$ cat src/rtl/st_packet_fifo_adapter.sv
// Streaming packet FIFO adapter.
// Sink and source handshakes are decoupled by a show-ahead FIFO. Source
// framing is either the stored sink sop/eop flags or a fixed-length framing
// regenerated from a beat counter that advances on each read transfer.
module st_packet_fifo_adapter #(
    parameter int DATA_WIDTH = 16,
    parameter int DEPTH      = 8,
    parameter int FRAME_MODE = 0,
    parameter int PACKET_LEN = 256
) (
    input  logic                      avalon_st_clk,
    input  logic                      avalon_st_reset,
    input  logic [DATA_WIDTH-1:0]     avalon_st_sink_data,
    input  logic                      avalon_st_sink_valid,
    output logic                      avalon_st_sink_ready,
    input  logic                      avalon_st_sink_startofpacket,
    input  logic                      avalon_st_sink_endofpacket,
    output logic [DATA_WIDTH-1:0]     avalon_st_source_data,
    output logic                      avalon_st_source_valid,
    input  logic                      avalon_st_source_ready,
    output logic                      avalon_st_source_startofpacket,
    output logic                      avalon_st_source_endofpacket,
    output logic [$clog2(DEPTH):0]    fifo_level
);

    localparam int AW = (DEPTH > 1) ? $clog2(DEPTH) : 1;
    localparam int CW = $clog2(DEPTH) + 1;
    localparam int BW = (PACKET_LEN > 1) ? $clog2(PACKET_LEN) : 1;
    localparam int EW = DATA_WIDTH + 2;
    localparam logic [CW-1:0] DEPTH_C   = CW'(DEPTH);
    localparam logic [BW-1:0] LAST_BEAT = BW'(PACKET_LEN - 1);

    // Each entry holds {data, sop, eop}
    logic [EW-1:0] mem_q [DEPTH];

    logic [AW-1:0] wr_ptr_q, wr_ptr_d;
    logic [AW-1:0] rd_ptr_q, rd_ptr_d;
    logic [CW-1:0] count_q, count_d;
    logic [BW-1:0] beat_q, beat_d;
    logic          sink_ready_q, sink_ready_d;

    logic          wr_en;
    logic          rd_en;
    logic [EW-1:0] head;

    assign avalon_st_source_valid = (count_q != '0);
    assign avalon_st_sink_ready   = sink_ready_q;
    assign fifo_level             = count_q;
    assign wr_en = avalon_st_sink_valid & sink_ready_q;
    assign rd_en = avalon_st_source_valid & avalon_st_source_ready;

    // Next pointer, occupancy and beat-counter values from this cycle's transfers.
    // Ready is precomputed from the next count so it is a plain flop output.
    always_comb begin
        wr_ptr_d = wr_ptr_q;
        rd_ptr_d = rd_ptr_q;
        count_d  = count_q;
        beat_d   = beat_q;
        if (wr_en) begin
            wr_ptr_d = wr_ptr_q + AW'(1);
        end
        if (rd_en) begin
            rd_ptr_d = rd_ptr_q + AW'(1);
            beat_d   = (beat_q == LAST_BEAT) ? '0 : beat_q + BW'(1);
        end
        case ({wr_en, rd_en})
            2'b10:   count_d = count_q + CW'(1);
            2'b01:   count_d = count_q - CW'(1);
            default: count_d = count_q;
        endcase
        sink_ready_d = (count_d < DEPTH_C);
    end

    // Control state; reset discards the buffered contents and restarts framing.
    always_ff @(posedge avalon_st_clk or posedge avalon_st_reset) begin
        if (avalon_st_reset) begin
            wr_ptr_q     <= '0;
            rd_ptr_q     <= '0;
            count_q      <= '0;
            beat_q       <= '0;
            sink_ready_q <= 1'b0;
        end else begin
            wr_ptr_q     <= wr_ptr_d;
            rd_ptr_q     <= rd_ptr_d;
            count_q      <= count_d;
            beat_q       <= beat_d;
            sink_ready_q <= sink_ready_d;
        end
    end

    // Storage array; contents need no reset because occupancy gates visibility.
    always_ff @(posedge avalon_st_clk) begin
        if (wr_en) begin
            mem_q[wr_ptr_q] <= {avalon_st_sink_data,
                                avalon_st_sink_startofpacket,
                                avalon_st_sink_endofpacket};
        end
    end

    // Show-ahead output: head entry drives the source with no read latency.
    always_comb begin
        head = mem_q[rd_ptr_q];
        avalon_st_source_data = head[EW-1:2];
        if (FRAME_MODE == 0) begin
            avalon_st_source_startofpacket = avalon_st_source_valid & head[1];
            avalon_st_source_endofpacket   = avalon_st_source_valid & head[0];
        end else begin
            avalon_st_source_startofpacket = avalon_st_source_valid & (beat_q == '0);
            avalon_st_source_endofpacket   = avalon_st_source_valid & (beat_q == LAST_BEAT);
        end
    end

endmodule

$ cat config.mk
export PLATFORM = sky130hd
export DESIGN_NAME = st_packet_fifo_adapter
export DESIGN_NICKNAME = d
export VERILOG_FILES = /design/src/rtl/st_packet_fifo_adapter.sv
export SDC_FILE = /design/constraint.sdc
export NUM_CORES = 1
export LEC_CHECK = 0
export BUFFER_PORTS_ARGS = -buffer_cell sky130_fd_sc_hd__buf_4
export CAP_MARGIN = 20
export CORE_ASPECT_RATIO = 1.5
export CORE_MARGIN = 5
export CORE_UTILIZATION = 60
export CTS_BUF_LIST = sky130_fd_sc_hd__clkbuf_4 sky130_fd_sc_hd__clkbuf_8
export DETAILED_ROUTE_END_ITERATION = 10
export GPL_TIMING_DRIVEN = 0
export PLACE_DENSITY = 0.91
export SYNTH_ARGS = -nofsm -noshare
export SYNTH_HDL_FRONTEND = slang
export SYNTH_SLANG_ARGS = --single-unit
$ cat constraint.sdc
create_clock -name avalon_st_clk -period 6.4 [get_ports avalon_st_clk]
set_input_delay 1.28 -clock avalon_st_clk [delete_from_list [all_inputs] [get_ports avalon_st_clk]]
set_output_delay 1.28 -clock avalon_st_clk [all_outputs]
set_load 0.05 [all_outputs]
==> Flow_metrics.wiki <==
{| class="wikitable"
! Metric !! Value
|-
| Width of the die || 92.7 um
|-
| Antenna violations before repair || 0
|-
| First-pass GRT wire length || 18000 um
|-
| Total routing usage reported by global routing || 0.205
|-
| Minimum setup slack after placement || 3.06 ns
|-
| Mean instance size in the synthesized netlist || 22.7 um2
|-
| Placed Cells incl. Taps || 441
|-
| Crit path launch || rd_ptr_q[1]
|-
| Max FO, Critical Path || 10
|-
| Worst setup SP type || flop
|-
| Number of slew-limit violations in the final report || 0
|-
| Worst max-slew margin expressed relative to the limit || 0.293
|-
| Fraction of the yosys area taken by sequential cells || 0.747
|-
| Maximum achievable frequency || 262 MHz
|-
| Clk sinks || 155
|-
| Measured slew at the worst slew-check pin || 1.05 ns
|-
| Portion of netlist area occupied by mux cells || 0.188
|-
| Share of layout cells above drive strength 1 || 0.365
|-
| Sum of negative setup slack || 0 ns
|-
| Worst voltage drop across the vdd grid || 0.000248 V
|-
| Metal3 WL || 628 um
|-
| Tcrit/Tclk final || 0.596
|-
| Setup repair after global routing missed its margin || no
|-
| Number of nets in the layout || 371
|-
| Floorplan die height || 134 um
|-
| Total standard cell area after synthesis || 6160 um2
|-
| Setup slack of the most critical reg-to-reg path || 3.72 ns
|-
| Area growth syn-to-layout || 16.9%
|-
| Simple-Gate Fraction of Synth Area || 0.0195
|-
| Main combinational cell family by area after synthesis || multiplexers
|-
| Routed metal-1 wire length || 4460 um
|-
| Via count of the first global-routing pass || 3164
|-
| Most common library cell in the layout ignoring fill and taps || sky130_fd_sc_hd__edfxtp_1
|-
| Minimum clock period || 3.82 ns
|-
| Top layer used by detailed routing || met4
|-
| Fraction of the mapped netlist area in compound gates || 0.00630
|-
| Worst flop-to-flop path endpoint || avalon_st_sink_ready
|-
| Type of the most critical hold path || flop to flop
|-
| Static leakage || 2.54 nW
|-
| Clock transition at the registers of the reported paths || 0.08 ns
|-
| Routability congestion estimate || 0.693
|-
| Root Buffer || sky130_fd_sc_hd__clkbuf_8
|-
| Final Routed Wirelength || 11900 um
|-
| Number of standard cells after synthesis || 271
|-
| Total of hold buffers inserted after clock tree synthesis || 0
|-
| TritonRoute pass-1 iters || 5
|-
| Number of design rule violations left after detail routing || 0
|-
| Worst hold margin || 0.550 ns
|-
| TritonCTS clock tree || built
|-
| Global route total overflow || 0
|-
| Data arrival, critical path || 2.54 ns
|-
| Critical path capture point || avalon_st_source_data[9]
|-
| Antenna Nets Post-Route || 0
|-
| #FFs+latches synth || 155
|-
| Highest-count cells in the layout ignoring fill and taps || 144 x sky130_fd_sc_hd__edfxtp_1, 45 x sky130_fd_sc_hd__buf_4, 29 x sky130_fd_sc_hd__mux4_1
|-
| Row cnt || 45
|-
| CTS HTree Levels || 4
|-
| Worst-case setup margin in the final layout || 2.58 ns
|-
| Number of antenna repair diodes || 0
|-
| Clock Path Buffers || 2
|-
| Final number of hold-violating endpoints || 0
|-
| Clock buffer count from CTS || 17
|-
| Detailed-route via count || 2958
|-
| Depth of the most critical reg-to-reg path || 10
|-
| Count of synthesis-stage warnings from yosys || 0
|-
| Adder and majority gate portion of the synthesized area || 0.0122
|-
| Maxcap violations || 0
|-
| Net count after synthesis || 299
|-
| Met2 layer wire length in the routed design || 6510 um
|-
| Reg-to-Reg Start || fifo_level[0]
|-
| Classification of the worst setup path || flop to output pin
|-
| Cells resized by post-CTS repair || 0
|-
| I/O Pins || 46
|-
| Number of library cell types mapped by synthesis || 29
|-
| Number of non-filler instances in the completed layout || 473
|-
| Largest net degree at the start of global routing || 17
|-
| Via-per-instance ratio || 6.25
|-
| Result of the run || complete, no violations
|-
| Violation count after the first detailed-routing iteration || 272
|-
| Latest clock arrival within the worst-skew pair || 0.43 ns
|-
| Initial Utilization || 0.611
|-
| Count of port buffers added during placement || 45
|-
| Post-CTS Setup Inserts || 0
|-
| Total die area || 12400 um2
|-
| Endpoint class of the critical path || output pin
|-
| P per Cell Area || 485 nW/um2
|-
| Routed wirelength normalized by instance count || 25.1 um
|-
| DP HPWL || 7520 um
|-
| Area of the core || 10100 um2
|-
| Final core area utilization || 0.715
|-
| Setup violators final || 0
|-
| Data required time at the worst endpoint || 5.12 ns
|-
| Worst clock skew || 0.00920 ns
|-
| Parity-gate share of the synthesized area counting xor and xnor cells || 0.0114
|}
## kinds of logic (layout without fill, tap and decap cells)
logic type,Yosys count,count (layout)
AND/OR/NAND/NOR,25,25
XOR/XNOR,8,8
flip-flops,155,155
AO/OA/AOI/OAI,7,7
buffers and inverters,13,98
adder cells (fa/ha/maj),6,6
multiplexers,57,57
## critical path, cell delays in order (launching register included)
cell,delay [ns]
sky130_fd_sc_hd__dfrtp_1,0.35
sky130_fd_sc_hd__buf_2,0.27
sky130_fd_sc_hd__buf_1,0.54
sky130_fd_sc_hd__mux4_1,0.45
sky130_fd_sc_hd__mux2_2,0.30
sky130_fd_sc_hd__buf_4,0.19
## worst min-delay path by stage
stage / start / endpoint / slack (ns) / cells past startpoint
3_5_place_dp: wr_ptr_q[0] / wr_ptr_q[0] / 0.53 / 2
3_3_place_gp: wr_ptr_q[0] / wr_ptr_q[0] / 0.50 / 2
4_1_cts: wr_ptr_q[0] / wr_ptr_q[0] / 0.54 / 2
2_1_floorplan: wr_ptr_q[0] / wr_ptr_q[0] / 0.49 / 2
6_report: wr_ptr_q[0] / wr_ptr_q[0] / 0.55 / 2
5_1_grt: wr_ptr_q[0] / wr_ptr_q[0] / 0.58 / 2
## report_power, final
group	total [W]	internal, W	leakage (nW)	switching (W)
Clock	0.000733	0.000409	0.216	0.000324
Sequential	0.00131	0.00124	1.43	0.0000731
Combinational	0.00144	0.000575	0.897	0.000868
Total	0.00349	0.00223	2.54	0.00126
## routing by layer
metal / track usage / vias up
met4: 0.0905 / 0
met1: 0.239 / 1538
met2: 0.357 / 117
met5: 0 / -
met3: 0.0516 / 20
li1: - / 1283
## cell type report
| class | count | area (um2) |
|---|---|---|
| Sequential cell | 155 | 4600 |
| Fill cell | 534 | 2880 |
| Multi-Input combinational cell | 103 | 1490 |
| Timing Repair Buffer | 53 | 458 |
| Clock buffer | 25 | 325 |
| Tap cell | 117 | 146 |
| Buffer | 11 | 91.3 |
| Clock inverter | 7 | 87.6 |
| Inverter | 2 | 7.51 |
## synth_stat cells, drive strengths merged
cell	n	area (um2)
mux2	19	218
or2	1	6.26
nor2	9	33.8
xor2	4	35.0
o21ai	3	15.0
edfxtp	144	4320
mux2i	2	20.0
ha	6	75.1
nor4	1	12.5
inv	2	7.50
o211ai	1	7.51
nand2b	2	12.5
and3	1	6.26
buf	11	91.3
a31oi	1	6.26
and2	1	6.26
nand3	2	10.0
dfrtp	11	275
nand2	6	22.5
mux4	36	920
xnor2	4	35.0
a21oi	2	10.0
nor3	2	10.0
## state kept, by name, summed over array words and instances (netlist names), named ones only
| register | count |
|---|---|
| mem_q | 144 |
| fifo_level | 3 |
| rd_ptr_q | 3 |
| wr_ptr_q | 3 |
| avalon_st_sink_ready | 1 |
## through the flow
stage	instance area [um2]	total power, W
2_1_floorplan	6160	0.00235
3_3_place_gp	6640	0.00268
3_5_place_dp	6790	0.00278
4_1_cts	7200	0.00352
5_1_grt	7200	0.00363
6_report	7200	0.00349
No activity file was read; power rests on OpenSTA's default activity.
